**config.mk**
```make
export PLATFORM = sky130hd
export DESIGN_NAME = shift_reg_input
export DESIGN_NICKNAME = d
export VERILOG_FILES = /design/src/rtl/shift_reg_input_pkg.sv /design/src/rtl/shift_reg_input_clk_tick.sv /design/src/rtl/shift_reg_input.sv
export SDC_FILE = /design/constraint.sdc
export NUM_CORES = 1
export LEC_CHECK = 0
export ABC_CLOCK_PERIOD_IN_PS = 1700
export CAP_MARGIN = 15
export CELL_PAD_IN_SITES_DETAIL_PLACEMENT = 0
export CELL_PAD_IN_SITES_GLOBAL_PLACEMENT = 2
export CORE_MARGIN = 10
export CORE_UTILIZATION = 33
export DETAILED_ROUTE_END_ITERATION = 10
export GPL_ROUTABILITY_DRIVEN = 1
export PLACE_DENSITY = 0.77
export SLEW_MARGIN = 20
export SYNTH_ARGS = -nofsm -noshare
export SYNTH_HDL_FRONTEND = slang
export SYNTH_HIERARCHICAL = 1
export SYNTH_SLANG_ARGS = --single-unit
```
**constraint.sdc**
```tcl
create_clock -name i_clk -period 1.7 [get_ports i_clk]
set_input_delay 0.255 -clock i_clk [delete_from_list [all_inputs] [get_ports i_clk]]
set_output_delay 0.255 -clock i_clk [all_outputs]
set_load 0.005 [all_outputs]
```
**src/rtl/shift_reg_input_pkg.sv**
```systemverilog
// Shared definitions for the serial shift-register link: FSM state encoding and default timing.
package shift_reg_input_pkg;

    localparam int unsigned DEFAULT_WIDTH   = 8;
    localparam int unsigned DEFAULT_CLK_DIV = 4;

    typedef enum logic [2:0] {
        ST_IDLE   = 3'd0,
        ST_LOAD   = 3'd1,
        ST_SETTLE = 3'd2,
        ST_SHIFT  = 3'd3,
        ST_DONE   = 3'd4
    } state_e;

endpackage

```
**src/rtl/shift_reg_input_clk_tick.sv**
```systemverilog
// Phase timer: o_tick is high on the last cycle of every CLK_DIV-cycle window.
module shift_clk_tick
    import shift_reg_input_pkg::*;
#(
    parameter int unsigned CLK_DIV = DEFAULT_CLK_DIV
) (
    input  logic i_clk,
    input  logic i_reset,
    input  logic i_restart,
    output logic o_tick
);

    localparam int unsigned      CNT_W = $clog2(CLK_DIV);
    localparam logic [CNT_W-1:0] LAST  = CNT_W'(CLK_DIV - 1);

    logic [CNT_W-1:0] cnt_q, cnt_d;
    logic             tick_d;

    // Tick is registered from the next count, so it lines up with cnt_q == LAST.
    always_comb begin
        cnt_d  = cnt_q + CNT_W'(1);
        if (i_restart || (cnt_q == LAST)) begin
            cnt_d = '0;
        end
        tick_d = (cnt_d == LAST);
    end

    always_ff @(posedge i_clk) begin
        if (i_reset) begin
            cnt_q  <= '0;
            o_tick <= 1'b0;
        end else begin
            cnt_q  <= cnt_d;
            o_tick <= tick_d;
        end
    end

endmodule

```
**src/rtl/shift_reg_input.sv**
```systemverilog
// Reader for a 74HC165-style PISO chain: loads, clocks out WIDTH bits MSB first,
// and presents the captured word with a one-cycle o_valid pulse.
module shift_reg_input
    import shift_reg_input_pkg::*;
#(
    parameter int unsigned WIDTH   = DEFAULT_WIDTH,
    parameter int unsigned CLK_DIV = DEFAULT_CLK_DIV
) (
    input  logic             i_clk,
    input  logic             i_reset,
    input  logic             i_enable_toggle,
    input  logic             i_data_val,
    output logic             o_load_n,
    output logic             o_data_clock,
    output logic [WIDTH-1:0] o_value,
    output logic             o_valid,
    output logic             o_busy
);

    localparam int unsigned      BIT_W    = $clog2(WIDTH);
    localparam logic [BIT_W-1:0] LAST_BIT = BIT_W'(WIDTH - 1);

    state_e           state_q, state_d;
    logic [BIT_W-1:0] bit_q, bit_d;
    logic             phase_q, phase_d;
    logic [WIDTH-1:0] shift_q, shift_d;
    logic [WIDTH-1:0] value_d;
    logic [1:0]       sync_q;
    logic             prev_toggle_q;
    logic             tick;
    logic             restart_c;
    logic             load_n_d, data_clock_d, valid_d, busy_d;

    // Divider is held cleared while idle so LOAD always starts on a full window.
    assign restart_c = (state_q == ST_IDLE) || (state_q == ST_DONE);

    shift_clk_tick #(
        .CLK_DIV (CLK_DIV)
    ) u_tick (
        .i_clk     (i_clk),
        .i_reset   (i_reset),
        .i_restart (restart_c),
        .o_tick    (tick)
    );

    always_comb begin
        state_d = state_q;
        bit_d   = bit_q;
        phase_d = phase_q;
        shift_d = shift_q;

        case (state_q)
            ST_IDLE: begin
                if (i_enable_toggle != prev_toggle_q) begin
                    state_d = ST_LOAD;
                end
            end
            ST_LOAD: begin
                if (tick) begin
                    state_d = ST_SETTLE;
                end
            end
            ST_SETTLE: begin
                if (tick) begin
                    state_d = ST_SHIFT;
                    phase_d = 1'b0;
                    bit_d   = '0;
                end
            end
            ST_SHIFT: begin
                if (tick) begin
                    if (!phase_q) begin
                        shift_d = {shift_q[WIDTH-2:0], sync_q[1]};
                        phase_d = 1'b1;
                    end else begin
                        phase_d = 1'b0;
                        if (bit_q == LAST_BIT) begin
                            state_d = ST_DONE;
                        end else begin
                            bit_d = bit_q + BIT_W'(1);
                        end
                    end
                end
            end
            ST_DONE: begin
                state_d = ST_IDLE;
            end
            default: begin
                state_d = ST_IDLE;
            end
        endcase

        // Outputs follow the next state so the registered pins match the state timing.
        load_n_d     = (state_d != ST_LOAD);
        data_clock_d = (state_d == ST_SHIFT) && phase_d;
        valid_d      = (state_d == ST_DONE);
        busy_d       = (state_d != ST_IDLE);
        value_d      = (state_d == ST_DONE) ? shift_q : o_value;
    end

    always_ff @(posedge i_clk) begin
        if (i_reset) begin
            state_q       <= ST_IDLE;
            bit_q         <= '0;
            phase_q       <= 1'b0;
            shift_q       <= '0;
            sync_q        <= '0;
            prev_toggle_q <= i_enable_toggle;
            o_load_n      <= 1'b1;
            o_data_clock  <= 1'b0;
            o_value       <= '0;
            o_valid       <= 1'b0;
            o_busy        <= 1'b0;
        end else begin
            state_q       <= state_d;
            bit_q         <= bit_d;
            phase_q       <= phase_d;
            shift_q       <= shift_d;
            sync_q        <= {sync_q[0], i_data_val};
            prev_toggle_q <= i_enable_toggle;
            o_load_n      <= load_n_d;
            o_data_clock  <= data_clock_d;
            o_value       <= value_d;
            o_valid       <= valid_d;
            o_busy        <= busy_d;
        end
    end

endmodule

```
Word-level counts from Yosys, hierarchy flattened --
Index checks and enable logic that the tools add are counted.
Cells by class: bitwise logic cells 1, reduce and logical (&&, ||, !) cells 8, add/subtract/negate cells 2, muxes and demuxes 17, equality and inequality tests 15
Operator list (number):
- $mux W3 | 10
- $pmux W3 S4 | 1
- $eq A3 B2 Y1 const B | 3
- $eq A3 B3 Y1 const B | 3
- $pmux W3 S2 | 1
- $reduce_and A5 Y1 | 1
- $eq A2 B2 Y1 const B | 2
- $ne A2 B1 Y1 const B | 2
- $ne A2 B2 Y1 const B | 2
- $add A3 B1 Y3 const B | 1
- $eq A3 B1 Y1 const B | 1
- $logic_not A3 Y1 | 1
- $mux W1 | 3
- $ne A3 B1 Y1 const B | 1
- $reduce_and A3 Y1 | 1
- $reduce_bool A3 Y1 | 1
- $add A2 B1 Y2 const B | 1
- $logic_or A1 B1 Y1 | 2
- $mux W2 | 1
- $pmux W1 S2 | 1
- $reduce_bool A2 Y1 | 1
- $logic_and A1 B1 Y1 | 1
- $ne A1 B1 Y1 | 1
- $not A1 Y1 | 1
Storage, ports and cells: input port bits 4, word-level logic and storage cells 56, output and inout bits 12, register bits 33

Longest topological paths before layout --
Gate-level depths: netlist of run 1.
depth in word-level cells 7, depth in mapped cells 6, gate-level depth less buffers 6

Modules after synthesis --
The synthesis of run 1 kept the hierarchy.
Modules (own cells, without submodules):
- shift_reg_input | seq. area each 600.6 um^2, cells each 125, instances 1, area each 1169.9 um^2
- shift_clk_tick | seq. area each 60.1 um^2, cells each 7, instances 1, area each 111.4 um^2

Worst setup path before layout of run 1 --
Ideal clock, no wire load.
path kind reg2reg, from register bit_q[0], to register o_value[7], required time 1.572 ns, arrival time 1.425 ns, clock period less this slack 1.553 ns, stages on the path, launching flop included 7, path buffers 0, path slack 0.147 ns, library setup time 0.128 ns, cells stage by stage dfxtp_1 > ha_1 > ha_1 > nand3_1 > nor3_4 > mux2i_1 > nor2_1
On the way: word-level cells in the longest chain between the ends 6
Ends and longest elaborated chain:
- from (decl) | RTL line shift_reg_input.sv:24 | logic [BIT_W-1:0] bit_q, bit_d;
- from (signal assigned) | RTL line shift_reg_input.sv:116 | bit_q <= bit_d;
- $eq A3 B3 Y1 | RTL line shift_reg_input.sv:77 | if (bit_q == LAST_BIT) begin
- $mux W3 | RTL line shift_reg_input.sv:77
- $mux W3 | RTL line shift_reg_input.sv:72 | if (!phase_q) begin
- $mux W3 | RTL line shift_reg_input.sv:71 | if (tick) begin
- $pmux W3 S4 | RTL line shift_reg_input.sv:52 | case (state_q)
- $eq A3 B3 Y1 | RTL line shift_reg_input.sv:98 | value_d = (state_d == ST_DONE) ? shift_q : o_value;
- to (signal assigned) | RTL line shift_reg_input.sv:123 | o_value <= value_d;
- to (decl) | RTL line shift_reg_input.sv:15 | output logic [WIDTH-1:0] o_value,
Every way passes these cells. A chain may end at the register's enable or synchronous reset.

Worst setup path after layout of run 1 --
from register bit_q[0], to register bit_q[0]
On the way: word-level cells in the longest chain between the ends 5, elaborated cells on any way between the ends 8, classes of those cells add/sub: 1; eq/ne: 2; mux: 4; reduce/logical: 1
Ends and longest elaborated chain:
- $add A3 B1 Y3 | RTL line shift_reg_input.sv:80 | bit_d = bit_q + BIT_W'(1);
- $mux W3 | RTL line shift_reg_input.sv:77
- $mux W3 | RTL line shift_reg_input.sv:72
- $mux W3 | RTL line shift_reg_input.sv:71
- $pmux W3 S2 | RTL line shift_reg_input.sv:52
Several ways; a longest one is shown, not always the timed one. The select of a mux whose other input is x is not followed.

==> impl_results.rst, run 1 <==
.. list-table::
   :header-rows: 1

   * - Metric
     - Value
   * - Count of input and output buffers
     - 15
   * - Pin count of the biggest net entering global routing
     - 15
   * - Clk root buf
     - sky130_fd_sc_hd__clkbuf_8
   * - Clk_lat worst skew
     - 0.28 ns
   * - Half-perimeter wire length after detailed placement
     - 1778 um
   * - Via count
     - 942
   * - Arrival time worst endpoint
     - 1.80 ns
   * - Origin of the critical flop-to-flop path
     - bit_q[0]
   * - Worst-path clk slew
     - 0.07 ns
   * - CP endpoint kind
     - register
   * - RR Endpoint
     - bit_q[0]
   * - Post-synthesis sequential area ratio
     - 51.56%
   * - Multi-input gate area in the final layout
     - 581.8 sq um
   * - Finish-stage setup viols
     - 0
   * - Worst reg2reg path depth
     - 6
   * - CP Data Required Time
     - 1.87 ns
   * - Number of max-slew violations in the final report
     - 0
   * - Maxcap violations
     - 0
   * - Maximum clock frequency
     - 614.3 MHz
   * - Mean instance size in the synthesized netlist
     - 9.706 sq um
   * - Final wirelength
     - 2493 um
   * - Worst min-delay path endpoint
     - shift_q[0]
   * - WS Path Type
     - reg -> reg
   * - Wire length of the first global-routing pass
     - 4360 um
   * - Clock tree from TritonCTS
     - built
   * - CTS HTree Levels
     - 2
   * - Reg2Reg Setup Slack
     - 0.07 ns
   * - Clock Skew
     - 0.005725 ns
   * - Final Critical Period
     - 1.628 ns
   * - Startpoint of the tightest hold check path
     - sync_q[1]
   * - Number of sinks driven by the clock tree
     - 33
   * - I/O pin count
     - 16
   * - Worst Hold Path Cells
     - 2
   * - Leakage Power
     - 0.0005815 uW
   * - Number of optimization iterations in the first detailed-route pass
     - 7
   * - Syn_nets
     - 141
   * - Number of antenna violations at the first check in global routing
     - 0
   * - Number of buffers inserted by post-CTS setup repair
     - 0
   * - Post-synthesis cell area
     - 1281 sq um
   * - Std-Cell Rows
     - 22
   * - Setup TNS Final
     - 0 ns
   * - Worst supply voltage drop on vdd
     - 0.5060 mV
   * - Final routed wire length divided by cell count
     - 12.40 um
   * - Commonest cells after routing, fill and taps aside
     - sky130_fd_sc_hd__dfxtp_1, sky130_fd_sc_hd__nand2_1, sky130_fd_sc_hd__nor2_1, sky130_fd_sc_hd__clkdlybuf4s50_1, sky130_fd_sc_hd__a21oi_1
   * - Most frequent standard cell in the layout excluding fill and tap cells
     - sky130_fd_sc_hd__dfxtp_1
   * - Number of global-route vias before repair
     - 916
   * - Register bit total from synthesis
     - 33
   * - Outcome
     - finished, final reports clean
   * - Final worst path period share
     - 95.76%
   * - Area used by sequential logic in the layout
     - 660.6 sq um
   * - Element type at the critical path start
     - register
   * - Maximum buffer depth of the clock tree
     - 2
   * - Effective utilization at floorplan
     - 34.48%
   * - Final routed DRC violation total
     - 0
   * - Post-Syn Instances
     - 132
   * - Routed Antenna Nets
     - 0
   * - Gpl congestion
     - 0.7699
   * - Min-delay worst type
     - reg -> reg
   * - Area of the core
     - 3716 sq um
   * - Number of buffers added by the clock tree synthesis step
     - 5
   * - DIE HEIGHT
     - 82.31 um
   * - Number of vias per cell after detailed routing
     - 4.687
   * - Ant diodes
     - 0
   * - Distinct cell type count after synthesis
     - 24
   * - Final nets
     - 161
   * - Number of fill cells
     - 376
   * - Final Hold Fails
     - 0
   * - Synthesis Warnings
     - 6
   * - Die outline area
     - 6775 sq um
   * - P per Cell Area
     - 1064 nW/um^2
   * - Horizontal extent of the die
     - 82.31 um
   * - Iter 0 DRT Violations
     - 74
   * - RSZ-0062 raised after global routing
     - false
   * - Worst-Margin Slew
     - 0.3892 ns
   * - Worst Hold Margin
     - 0.4462 ns
   * - Crit path max fanout
     - 3
   * - Global router's overall resource usage
     - 8.400%
   * - Total overflow reported by the global router
     - 0
   * - Fraction of layout instances using a drive strength above 1
     - 11.11%
   * - Area growth from synthesis to layout
     - 28.32%
   * - Worst slew margin
     - 74.05%
synthesized netlist by cell type (all sizes together):
cell type / instances / area, sq um
dfxtp: 33 / 660.6
nand2: 18 / 67.56
nor2: 17 / 63.81
a21oi: 13 / 65.06
mux2i: 11 / 110.1
ha: 5 / 62.56
nor4: 5 / 31.28
clkbuf: 4 / 15.01
nor2b: 4 / 25.02
and2: 3 / 18.77
buf: 3 / 21.27
a211oi: 2 / 15.01
inv: 2 / 7.510
nand3b: 2 / 15.01
or3b: 2 / 17.52
and2b: 1 / 8.760
and3b: 1 / 8.760
nand2b: 1 / 6.260
nand3: 1 / 5.000
nor3: 1 / 16.27
nor3b: 1 / 7.510
nor4b: 1 / 23.77
xnor2: 1 / 8.760
critical path, cell delays in order (launching register included):
cell and delay, ns:
sky130_fd_sc_hd__dfxtp_1 0.33, sky130_fd_sc_hd__ha_1 0.20, sky130_fd_sc_hd__ha_1 0.20, sky130_fd_sc_hd__nand2b_1 0.14, sky130_fd_sc_hd__a21oi_1 0.35, sky130_fd_sc_hd__mux2i_1 0.24
sky130_fd_sc_hd__nor2_1 0.06
cell families (layout without fill, tap and decap cells):
kind of cell               after synthesis  in the layout  synth area share, %
and+or+nand+nor                         58             58                24.61
DFF                                     33             33                51.56
AOI/OAI and AO/OA                       15             15                6.249
muxes                                   11             11                8.594
buffers and inverters                    9             30                3.418
adders and majority gates                5              5                4.883
xor gates and xnor gates                 1              1               0.6837
routing by layer:
layer | routed length, um | up-vias | global-route usage [%]
met2 | 1166 | 18 | 12.67
met5 | 0 | - | 0
met1 | 1082 | 437 | 9.735
met4 | 44 | 0 | 3.571
met3 | 198 | 6 | 4.428
li1 | - | 481 | -
power breakdown:
part	leakage, uW	internal (uW)	switching (uW)
Sequential	0.000268	788	8.09
Clock	0.0000681	582	284
Combinational	0.000246	43.6	43.1
area by class of cell:
cell class                      instances  area share (%)
Clock buffer                            5           4.186
Tap cell                               48           3.653
Inverter                                2          0.4566
Sequential cell                        33           40.18
Multi-Input combinational cell         90           35.39
Clock inverter                          3           3.957
Timing Repair Buffer                   20           12.18
metrics by stage:
stage / instance area, sq um / setup slack (ns) / std cells / util, % / power, uW
6_report: 1644 / 0.07214 / 201 / 44.24 / 1750
3_3_place_gp: 1505 / 0.1066 / 193 / 40.51 / 896.9
2_1_floorplan: 1281 / 0.1470 / 132 / - / 861.1
3_5_place_dp: 1505 / 0.04704 / 193 / 40.51 / 901.1
5_1_grt: 1644 / 0.002050 / 201 / 44.24 / 1825
4_1_cts: 1639 / 0.06837 / 201 / 44.11 / 1776
flip-flops by register name, indices dropped and copies added, names as in the netlist:
signal         count
sync_q             2
phase_q            1
bit_q              3
o_valid            1
o_value            8
o_busy             1
u_tick/o_tick      1
u_tick/cnt_q       2
prev_toggle_q      1
state_q            3
o_data_clock       1
shift_q            8
o_load_n           1
worst max path at each step:
stage / startpoint / end / cells after the start
final: bit_q[0] / bit_q[0] / 6
after detailed placement: i_enable_toggle / o_load_n / 5
after floorplan: bit_q[0] / o_value[7] / 6
after global placement: i_enable_toggle / o_load_n / 5
after global routing: bit_q[0] / bit_q[1] / 6
after CTS: bit_q[0] / o_value[7] / 7
repair_timing:
action                                  4_1_cts  5_1_grt
endpoints found under the setup margin        0        8
hold buffers                                  0        0
gates resized for setup                       0        1
No activity file was read; power rests on OpenSTA's default activity.
==> inputs of run 2 (changes only) <==
Settings changed: TNS_END_PERCENT set to 50.
==> results of run 2 <==
Same layout as run 1: the final DEF is identical, and so are final timing and power.
